==> src/rtl/fadd_seq_if.sv <==
// fadd_seq_if: start/done handshake plus the shared byte-wide data-memory port of fadd_seq.
// The master side is the sequencer; the slave side is the core and its memory.
interface fadd_seq_if;
  logic       start;
  logic       done;
  logic       busy;
  logic [7:0] mem_addr;
  logic [7:0] mem_rd_data;
  logic       mem_wr_en;
  logic [7:0] mem_wr_data;

  modport master (
    input  start, mem_rd_data,
    output done, busy, mem_addr, mem_wr_en, mem_wr_data
  );

  modport slave (
    output start, mem_rd_data,
    input  done, busy, mem_addr, mem_wr_en, mem_wr_data
  );
endinterface

==> src/rtl/fadd_seq.sv <==
// fadd_seq: fp16 adder sequencer; fetches A/B from data memory, aligns, adds, normalizes, writes back.
// Define FADD_SUB_EN to honour operand signs (effective subtraction); otherwise magnitudes are added.
module fadd_seq #(
  parameter logic [7:0] OP_A_ADDR = 8'd8,
  parameter logic [7:0] OP_B_ADDR = 8'd10,
  parameter logic [7:0] RES_ADDR  = 8'd12
) (
  input logic        clk,
  input logic        reset,
  fadd_seq_if.master bus
);

  typedef enum logic [3:0] {
    IDLE, RD0, RD1, RD2, RD3, SWAP, ALIGN, ADD, NORM, WR_LO, WR_HI, DONE
  } state_t;

  state_t      state;
  state_t      state_nxt;

  logic [15:0] op_a;
  logic [15:0] op_b;
  logic        sign_res;
  logic [5:0]  exp_r;
  logic [10:0] mant_x;
  logic [10:0] mant_y;
  logic [11:0] sum;
  logic [3:0]  align_cnt;
`ifdef FADD_SUB_EN
  logic        eff_sub;
`endif

  logic [4:0]  exp_a;
  logic [4:0]  exp_b;
  logic [4:0]  exp_x;
  logic [4:0]  exp_y;
  logic [4:0]  exp_d;
  logic [10:0] mant_a;
  logic [10:0] mant_b;
  logic        a_is_x;
  logic [3:0]  align_len;
  logic        shift_left;
  logic [15:0] result;

  // Operand ordering: X has the larger exponent, ties broken by mantissa.
  always_comb begin
    exp_a     = op_a[14:10];
    exp_b     = op_b[14:10];
    mant_a    = {|exp_a, op_a[9:0]};
    mant_b    = {|exp_b, op_b[9:0]};
    a_is_x    = (exp_a > exp_b) || ((exp_a == exp_b) && (mant_a >= mant_b));
    exp_x     = a_is_x ? exp_a : exp_b;
    exp_y     = a_is_x ? exp_b : exp_a;
    exp_d     = exp_x - exp_y;
    align_len = (exp_d > 5'd12) ? 4'd12 : exp_d[3:0];
  end

  always_comb begin
`ifdef FADD_SUB_EN
    shift_left = !sum[10] && (exp_r > 6'd1) && (sum != '0);
`else
    shift_left = 1'b0;
`endif
  end

  always_comb begin
    if (sum == '0) begin
      result = '0;
    end else if (exp_r > 6'd30) begin
      result = {sign_res, 15'h7C00};
    end else begin
      result = {sign_res, exp_r[4:0], sum[9:0]};
    end
  end

  always_ff @(posedge clk) begin
    if (!reset) begin
      state <= IDLE;
    end else begin
      state <= state_nxt;
    end
  end

  always_comb begin
    state_nxt       = state;
    bus.busy        = 1'b1;
    bus.done        = 1'b0;
    bus.mem_addr    = '0;
    bus.mem_wr_en   = 1'b0;
    bus.mem_wr_data = '0;
    case (state)
      IDLE: begin
        bus.busy = 1'b0;
        if (bus.start) state_nxt = RD0;
      end
      RD0: begin
        bus.mem_addr = OP_A_ADDR;
        state_nxt    = RD1;
      end
      RD1: begin
        bus.mem_addr = OP_A_ADDR + 8'd1;
        state_nxt    = RD2;
      end
      RD2: begin
        bus.mem_addr = OP_B_ADDR;
        state_nxt    = RD3;
      end
      RD3: begin
        bus.mem_addr = OP_B_ADDR + 8'd1;
        state_nxt    = SWAP;
      end
      SWAP:  state_nxt = (exp_d == '0) ? ADD : ALIGN;
      ALIGN: if (align_cnt == 4'd1) state_nxt = ADD;
      ADD:   state_nxt = NORM;
      // The cycle that finds nothing left to shift is still a NORM cycle.
      NORM:  if (sum[11] || !shift_left) state_nxt = WR_LO;
      WR_LO: begin
        bus.mem_addr    = RES_ADDR;
        bus.mem_wr_en   = 1'b1;
        bus.mem_wr_data = result[7:0];
        state_nxt       = WR_HI;
      end
      WR_HI: begin
        bus.mem_addr    = RES_ADDR + 8'd1;
        bus.mem_wr_en   = 1'b1;
        bus.mem_wr_data = result[15:8];
        state_nxt       = DONE;
      end
      DONE: begin
        bus.busy = 1'b0;
        bus.done = 1'b1;
        if (bus.start) state_nxt = RD0;
      end
      default: state_nxt = IDLE;
    endcase
  end

  always_ff @(posedge clk) begin
    if (!reset) begin
      op_a      <= '0;
      op_b      <= '0;
      sign_res  <= 1'b0;
      exp_r     <= '0;
      mant_x    <= '0;
      mant_y    <= '0;
      sum       <= '0;
      align_cnt <= '0;
`ifdef FADD_SUB_EN
      eff_sub   <= 1'b0;
`endif
    end else begin
      case (state)
        RD0: op_a[7:0]  <= bus.mem_rd_data;
        RD1: op_a[15:8] <= bus.mem_rd_data;
        RD2: op_b[7:0]  <= bus.mem_rd_data;
        RD3: op_b[15:8] <= bus.mem_rd_data;
        SWAP: begin
          exp_r     <= {1'b0, exp_x};
          mant_x    <= a_is_x ? mant_a : mant_b;
          mant_y    <= a_is_x ? mant_b : mant_a;
          align_cnt <= align_len;
`ifdef FADD_SUB_EN
          sign_res  <= a_is_x ? op_a[15] : op_b[15];
          eff_sub   <= op_a[15] ^ op_b[15];
`else
          sign_res  <= op_a[15];
`endif
        end
        ALIGN: begin
          mant_y    <= mant_y >> 1;
          align_cnt <= align_cnt - 4'd1;
        end
        ADD: begin
`ifdef FADD_SUB_EN
          sum <= eff_sub ? ({1'b0, mant_x} - {1'b0, mant_y})
                         : ({1'b0, mant_x} + {1'b0, mant_y});
`else
          sum <= {1'b0, mant_x} + {1'b0, mant_y};
`endif
        end
        NORM: begin
          if (sum[11]) begin
            sum   <= sum >> 1;
            exp_r <= exp_r + 6'd1;
          end else if (shift_left) begin
            sum   <= sum << 1;
            exp_r <= exp_r - 6'd1;
          end
        end
        default: ;
      endcase
    end
  end

endmodule

==> src/flat_wrapper.sv <==
// flat-port wrapper written by rule: the top's interface ports become plain ports
module fadd_seq_flat 
#(
  parameter logic [7:0] OP_A_ADDR = 8'd8,
  parameter logic [7:0] OP_B_ADDR = 8'd10,
  parameter logic [7:0] RES_ADDR  = 8'd12
)
  (clk, reset, bus_start, bus_mem_rd_data, bus_done, bus_busy, bus_mem_addr, bus_mem_wr_en, bus_mem_wr_data);
  fadd_seq_if bus_i ();
  input logic clk;
  input logic reset;
  input wire logic [$bits(bus_i.start)-1:0] bus_start;
  input wire logic [$bits(bus_i.mem_rd_data)-1:0] bus_mem_rd_data;
  output wire logic [$bits(bus_i.done)-1:0] bus_done;
  output wire logic [$bits(bus_i.busy)-1:0] bus_busy;
  output wire logic [$bits(bus_i.mem_addr)-1:0] bus_mem_addr;
  output wire logic [$bits(bus_i.mem_wr_en)-1:0] bus_mem_wr_en;
  output wire logic [$bits(bus_i.mem_wr_data)-1:0] bus_mem_wr_data;
  assign bus_i.start = bus_start;
  assign bus_i.mem_rd_data = bus_mem_rd_data;
  assign bus_done = bus_i.done;
  assign bus_busy = bus_i.busy;
  assign bus_mem_addr = bus_i.mem_addr;
  assign bus_mem_wr_en = bus_i.mem_wr_en;
  assign bus_mem_wr_data = bus_i.mem_wr_data;
  fadd_seq #(.OP_A_ADDR(OP_A_ADDR), .OP_B_ADDR(OP_B_ADDR), .RES_ADDR(RES_ADDR)) u_core (.clk(clk), .reset(reset), .bus(bus_i));
endmodule
==> config.mk <==
export PLATFORM = sky130hd
export DESIGN_NAME = fadd_seq_flat
export DESIGN_NICKNAME = d
export VERILOG_FILES = /design/src/rtl/fadd_seq_if.sv /design/src/rtl/fadd_seq.sv /design/src/flat_wrapper.sv
export SDC_FILE = /design/constraint.sdc
export NUM_CORES = 1
export LEC_CHECK = 0
export ABC_AREA = 1
export CAP_MARGIN = 25
export CORE_ASPECT_RATIO = 1.5
export CORE_MARGIN = 10
export CORE_UTILIZATION = 23
export CTS_CLUSTER_DIAMETER = 150
export DETAILED_ROUTE_END_ITERATION = 12
export GPL_ROUTABILITY_DRIVEN = 0
export PLACE_DENSITY = 0.42
export SLEW_MARGIN = 15
export SYNTH_ARGS = -nofsm -noshare
export SYNTH_HDL_FRONTEND = slang
export SYNTH_SLANG_ARGS = --single-unit
==> constraint.sdc <==
create_clock -name clk -period 8.03 [get_ports clk]
set_input_delay 0.803 -clock clk [delete_from_list [all_inputs] [get_ports clk]]
set_output_delay 0.803 -clock clk [all_outputs]
set_load 0.005 [all_outputs]
==> impl_results.md <==
* Destination of the worst register-to-register timing path: u_core.state[0]
* Final WS setup at 4654 ps
* Total of flip-flops plus latches after synthesis at 80
* Avg Synthesized Cell Area at 6.893 um^2
* # Post-CTS Setup Buffers at 0
* Number of CTS-inserted buffers at 9
* Max Cap Violations at 0
* Post-layout instance count excluding filler cells at 986
* FF-to-FF path depth at 21
* First-pass iteration count of the detailed router at 4
* Antenna viol nets, final at 0
* HPWL after detailed placement at 12.53 mm
* Worst hold stages at 2
* Diode insertion count for antenna repair at 0
* Time the final worst path needs with I/O delays and setup at 3376 ps
* DR WL/cell at 15.86 um
* Share of post-route cells with drive strength above 1 at 5.540%
* Cell Pwr Density at 230.9 nW/um^2
* Global route overflow at 0
* Critical register-to-register path startpoint: u_core.op_b[12]
* Hold path endpoint: u_core.mant_y[0]
* Global-route wire length before repair at 25.31 mm
* Skew final at 9.816 ps
* Gate count after technology mapping at 701
* Total global routing track utilization at 11.42%
* Sequential cell area in the final layout at 1602 um^2
* Leakage at 2.316 nW
* Clk Tree Root Cell: sky130_fd_sc_hd__clkbuf_16
* Via count of the first global-routing pass at 4480
* Post-synth cell types at 42
* Placed insts at 970
* Total length of routed wires at 15.64 mm
* Die span in x at 138.3 um
* CTS Hold Buffers Added at 0
* DP Area at 5329 um^2
* Yosys top cell area share at 33.14%
* Dominant combinational cell family by area after synthesis: compound AO/OA/AOI/OAI gates
* Post-Place Setup Slack at 4641 ps
* Worst setup path category: flop to flop
* Hold path start: u_core.mant_y[0]
* Core Box Area at 20580 um^2
* H-Tree Level Count at 3
* VDD IR max at 0.1843 mV
* Part of the Yosys area used for sequential elements at 33.14%
* Rows at 64
* Quantity of I/O buffers inserted on ports at 25
* Met3 wire length at 372 um
* Uppermost metal layer occupied by signal nets: met4
* Die Outline Area at 27330 um^2
* Post-synthesis compound-gate area fraction at 23.77%
* Data arrival time of the critical path at 3640 ps
* Synth async-reset ratio at 0%
* Headroom to the max-slew limit at 51.70%
* Top FF cell, synth: sky130_fd_sc_hd__dfxtp_1
* Maximum clock rate at 0.2962 GHz
* Peak fanout along the critical path at 41
* Share of the core filled with cells in the final layout at 27.23%
* Required time reported for the critical path endpoint at 8300 ps
* Proportion of synthesized area in mux cells at 0%
* TritonCTS clock tree: yes
* Fill count at 2314
* Share of synthesized cell area in and, or, nand and nor gates at 23.36%
* Worst Max-Slew Pin Slew at 721.8 ps
* Die Span Y at 197.5 um
* Setup repair after global routing missed its margin: false
* # resized after CTS at 0
* Min Hold Slack at 475.4 ps
* Setup slack on the worst flop-to-flop path at 4650 ps
* Post-layout nets at 761
* Top post-synthesis cells by area: sky130_fd_sc_hd__dfxtp_1, sky130_fd_sc_hd__o21ai_0, sky130_fd_sc_hd__nand2_1, sky130_fd_sc_hd__ha_1, sky130_fd_sc_hd__a21oi_1
* Number of max-slew violations in the final report at 0
* Routed met2 length at 8.107 mm
* Total negative setup slack at 0 ps
* Cell area after synthesis at 4832 um^2
* DR DRC count at 0
* Number of clock sinks seen by CTS at 80
* Fraction of the cycle the final worst path needs at 42.04%
* I/O pin total at 30
* Maximum buffer depth of the clock tree at 2
* Number of antenna violations at the first check in global routing at 0
* Run status: finished clean
* Average via count per standard cell at 4.564
* Starting density of the core at 23.48%
* Parity-gate share of the synthesized area counting xor and xnor cells at 1.450%
* Maximum number of pins on one net before global-route repair at 49
* Crit start category: flop
* Final setup violating endpoints at 0
* Number of flops mapped to enable cells by yosys at 0
* Endpoints failing hold at 0
* Wire length on met1 at 6.694 mm
* Synthesized-area fraction occupied by adder cells at 8.700%
* Design area at 5604 um^2
* Multi-input combinational cell area at 2783 um^2
* Power consumption at 1.294 mW
* Via total after detailed routing at 4500
* Hold WC Path Type: flop to flop
* Later-pin clock latency in the skew report at 340 ps
* Clock transition at the registers of the reported paths at 60 ps
* Post-synthesis to final-layout area growth at 15.98%
* Top cell type by total area after synthesis: sky130_fd_sc_hd__dfxtp_1
* Iteration-0 DRC Markers at 283
* YS warnings at 0
* Critical Path Sink Type: flop
worst max-delay path by stage:
stage,start,end,slack [ps],cells past startpoint
after floorplan,u_core.op_b[12],u_core.state[0],5360,20
after global placement,u_core.op_b[12],u_core.state[0],4750,21
after detailed placement,u_core.op_b[12],u_core.state[0],4640,21
after CTS,u_core.op_b[12],u_core.state[0],4610,21
after global routing,u_core.op_b[12],u_core.state[0],4230,21
final,u_core.op_b[12],u_core.state[0],4650,21
final cells by class:
type	instances	share of cell area, %
clock buffers	11	4.331
clock inverters	5	0.5805
inverters	83	5.559
multi-input cells	511	49.65
flip-flops and latches	80	28.58
well taps	264	5.894
repair buffers	32	5.403
worst max-delay path, cell delays in order (launching register included):
cell and delay, ps:
sky130_fd_sc_hd__dfxtp_1 310, sky130_fd_sc_hd__inv_1 140, sky130_fd_sc_hd__nand3_1 90, sky130_fd_sc_hd__nor3_1 320, sky130_fd_sc_hd__ha_1 330, sky130_fd_sc_hd__nand2_2 80, sky130_fd_sc_hd__inv_1 50, sky130_fd_sc_hd__nand2_1 60
sky130_fd_sc_hd__nand2_1 40, sky130_fd_sc_hd__a21oi_1 150, sky130_fd_sc_hd__nand4_2 200, sky130_fd_sc_hd__nand2_4 350, sky130_fd_sc_hd__nand2_1 130, sky130_fd_sc_hd__nand3_2 90, sky130_fd_sc_hd__ha_1 240, sky130_fd_sc_hd__nor2_1 160
sky130_fd_sc_hd__nand2_1 70, sky130_fd_sc_hd__nor2_1 160, sky130_fd_sc_hd__nand3_2 80, sky130_fd_sc_hd__nand2_1 60, sky130_fd_sc_hd__nand2_1 60, sky130_fd_sc_hd__a21oi_2 110
routing by layer:
layer	GRT usage, %	vias up
met4	4.503	0
met2	21.30	60
met1	12.79	2032
met5	0	-
met3	1.444	17
li1	-	2391
cells in the final DEF (no fill, tap or decap), types with 2 or more instances in the layout:
cell and count:
sky130_fd_sc_hd__o21ai_0 89, sky130_fd_sc_hd__clkdlybuf4s50_1 25, sky130_fd_sc_hd__dfxtp_1 80, sky130_fd_sc_hd__nand3_2 4, sky130_fd_sc_hd__buf_4 7, sky130_fd_sc_hd__xor2_1 5
sky130_fd_sc_hd__o21bai_1 4, sky130_fd_sc_hd__clkinvlp_4 3, sky130_fd_sc_hd__nor2_2 2, sky130_fd_sc_hd__nor2_1 78, sky130_fd_sc_hd__o211ai_1 19, sky130_fd_sc_hd__a21oi_1 76
sky130_fd_sc_hd__nand4_1 8, sky130_fd_sc_hd__inv_1 79, sky130_fd_sc_hd__nor3_1 5, sky130_fd_sc_hd__clkinv_2 2, sky130_fd_sc_hd__nor4_1 4, sky130_fd_sc_hd__conb_1 4
sky130_fd_sc_hd__xnor2_1 3, sky130_fd_sc_hd__clkbuf_16 9, sky130_fd_sc_hd__clkinv_1 4, sky130_fd_sc_hd__nand2_2 5, sky130_fd_sc_hd__nand3_1 34, sky130_fd_sc_hd__or2_2 2
sky130_fd_sc_hd__a31oi_1 10, sky130_fd_sc_hd__ha_1 32, sky130_fd_sc_hd__nand2_1 111
state kept, by name, indices dropped and copies added (netlist names):
signal	count
u_core.sign_res	1
u_core.mant_y	11
u_core.op_b	15
u_core.exp_r	6
u_core.op_a	16
u_core.state	4
u_core.align_cnt	4
u_core.mant_x	11
u_core.sum	12
cell families after synthesis:
group | count (synthesis)
flip-flops | 80
AO/OA/AOI/OAI | 209
buffers and inverters | 113
AND/OR/NAND/NOR | 257
other | 1
adder cells (fa/ha/maj) | 33
XOR/XNOR | 8
cell usage after synthesis, types with 4 or more instances:
cell type / instances
sky130_fd_sc_hd__a21oi_1: 76
sky130_fd_sc_hd__a31oi_1: 10
sky130_fd_sc_hd__buf_4: 7
sky130_fd_sc_hd__clkbuf_1: 19
sky130_fd_sc_hd__clkinv_1: 4
sky130_fd_sc_hd__dfxtp_1: 80
sky130_fd_sc_hd__ha_1: 32
sky130_fd_sc_hd__inv_1: 79
sky130_fd_sc_hd__nand2_1: 111
sky130_fd_sc_hd__nand2_2: 5
sky130_fd_sc_hd__nand3_1: 34
sky130_fd_sc_hd__nand3_2: 4
sky130_fd_sc_hd__nand4_1: 8
sky130_fd_sc_hd__nor2_1: 78
sky130_fd_sc_hd__nor3_1: 5
sky130_fd_sc_hd__nor4_1: 4
sky130_fd_sc_hd__o211ai_1: 19
sky130_fd_sc_hd__o21ai_0: 89
sky130_fd_sc_hd__o21bai_1: 4
sky130_fd_sc_hd__xor2_1: 5
report_power, final:
| part | leakage (nW) | switching (mW) | total [mW] | internal, mW |
|---|---|---|---|---|
| sequential | 0.648 | 0.0211 | 0.439 | 0.418 |
| clock | 0.128 | 0.169 | 0.386 | 0.217 |
| combinational | 1.54 | 0.321 | 0.468 | 0.147 |
Note: power is estimated with default switching activity, not from simulation.
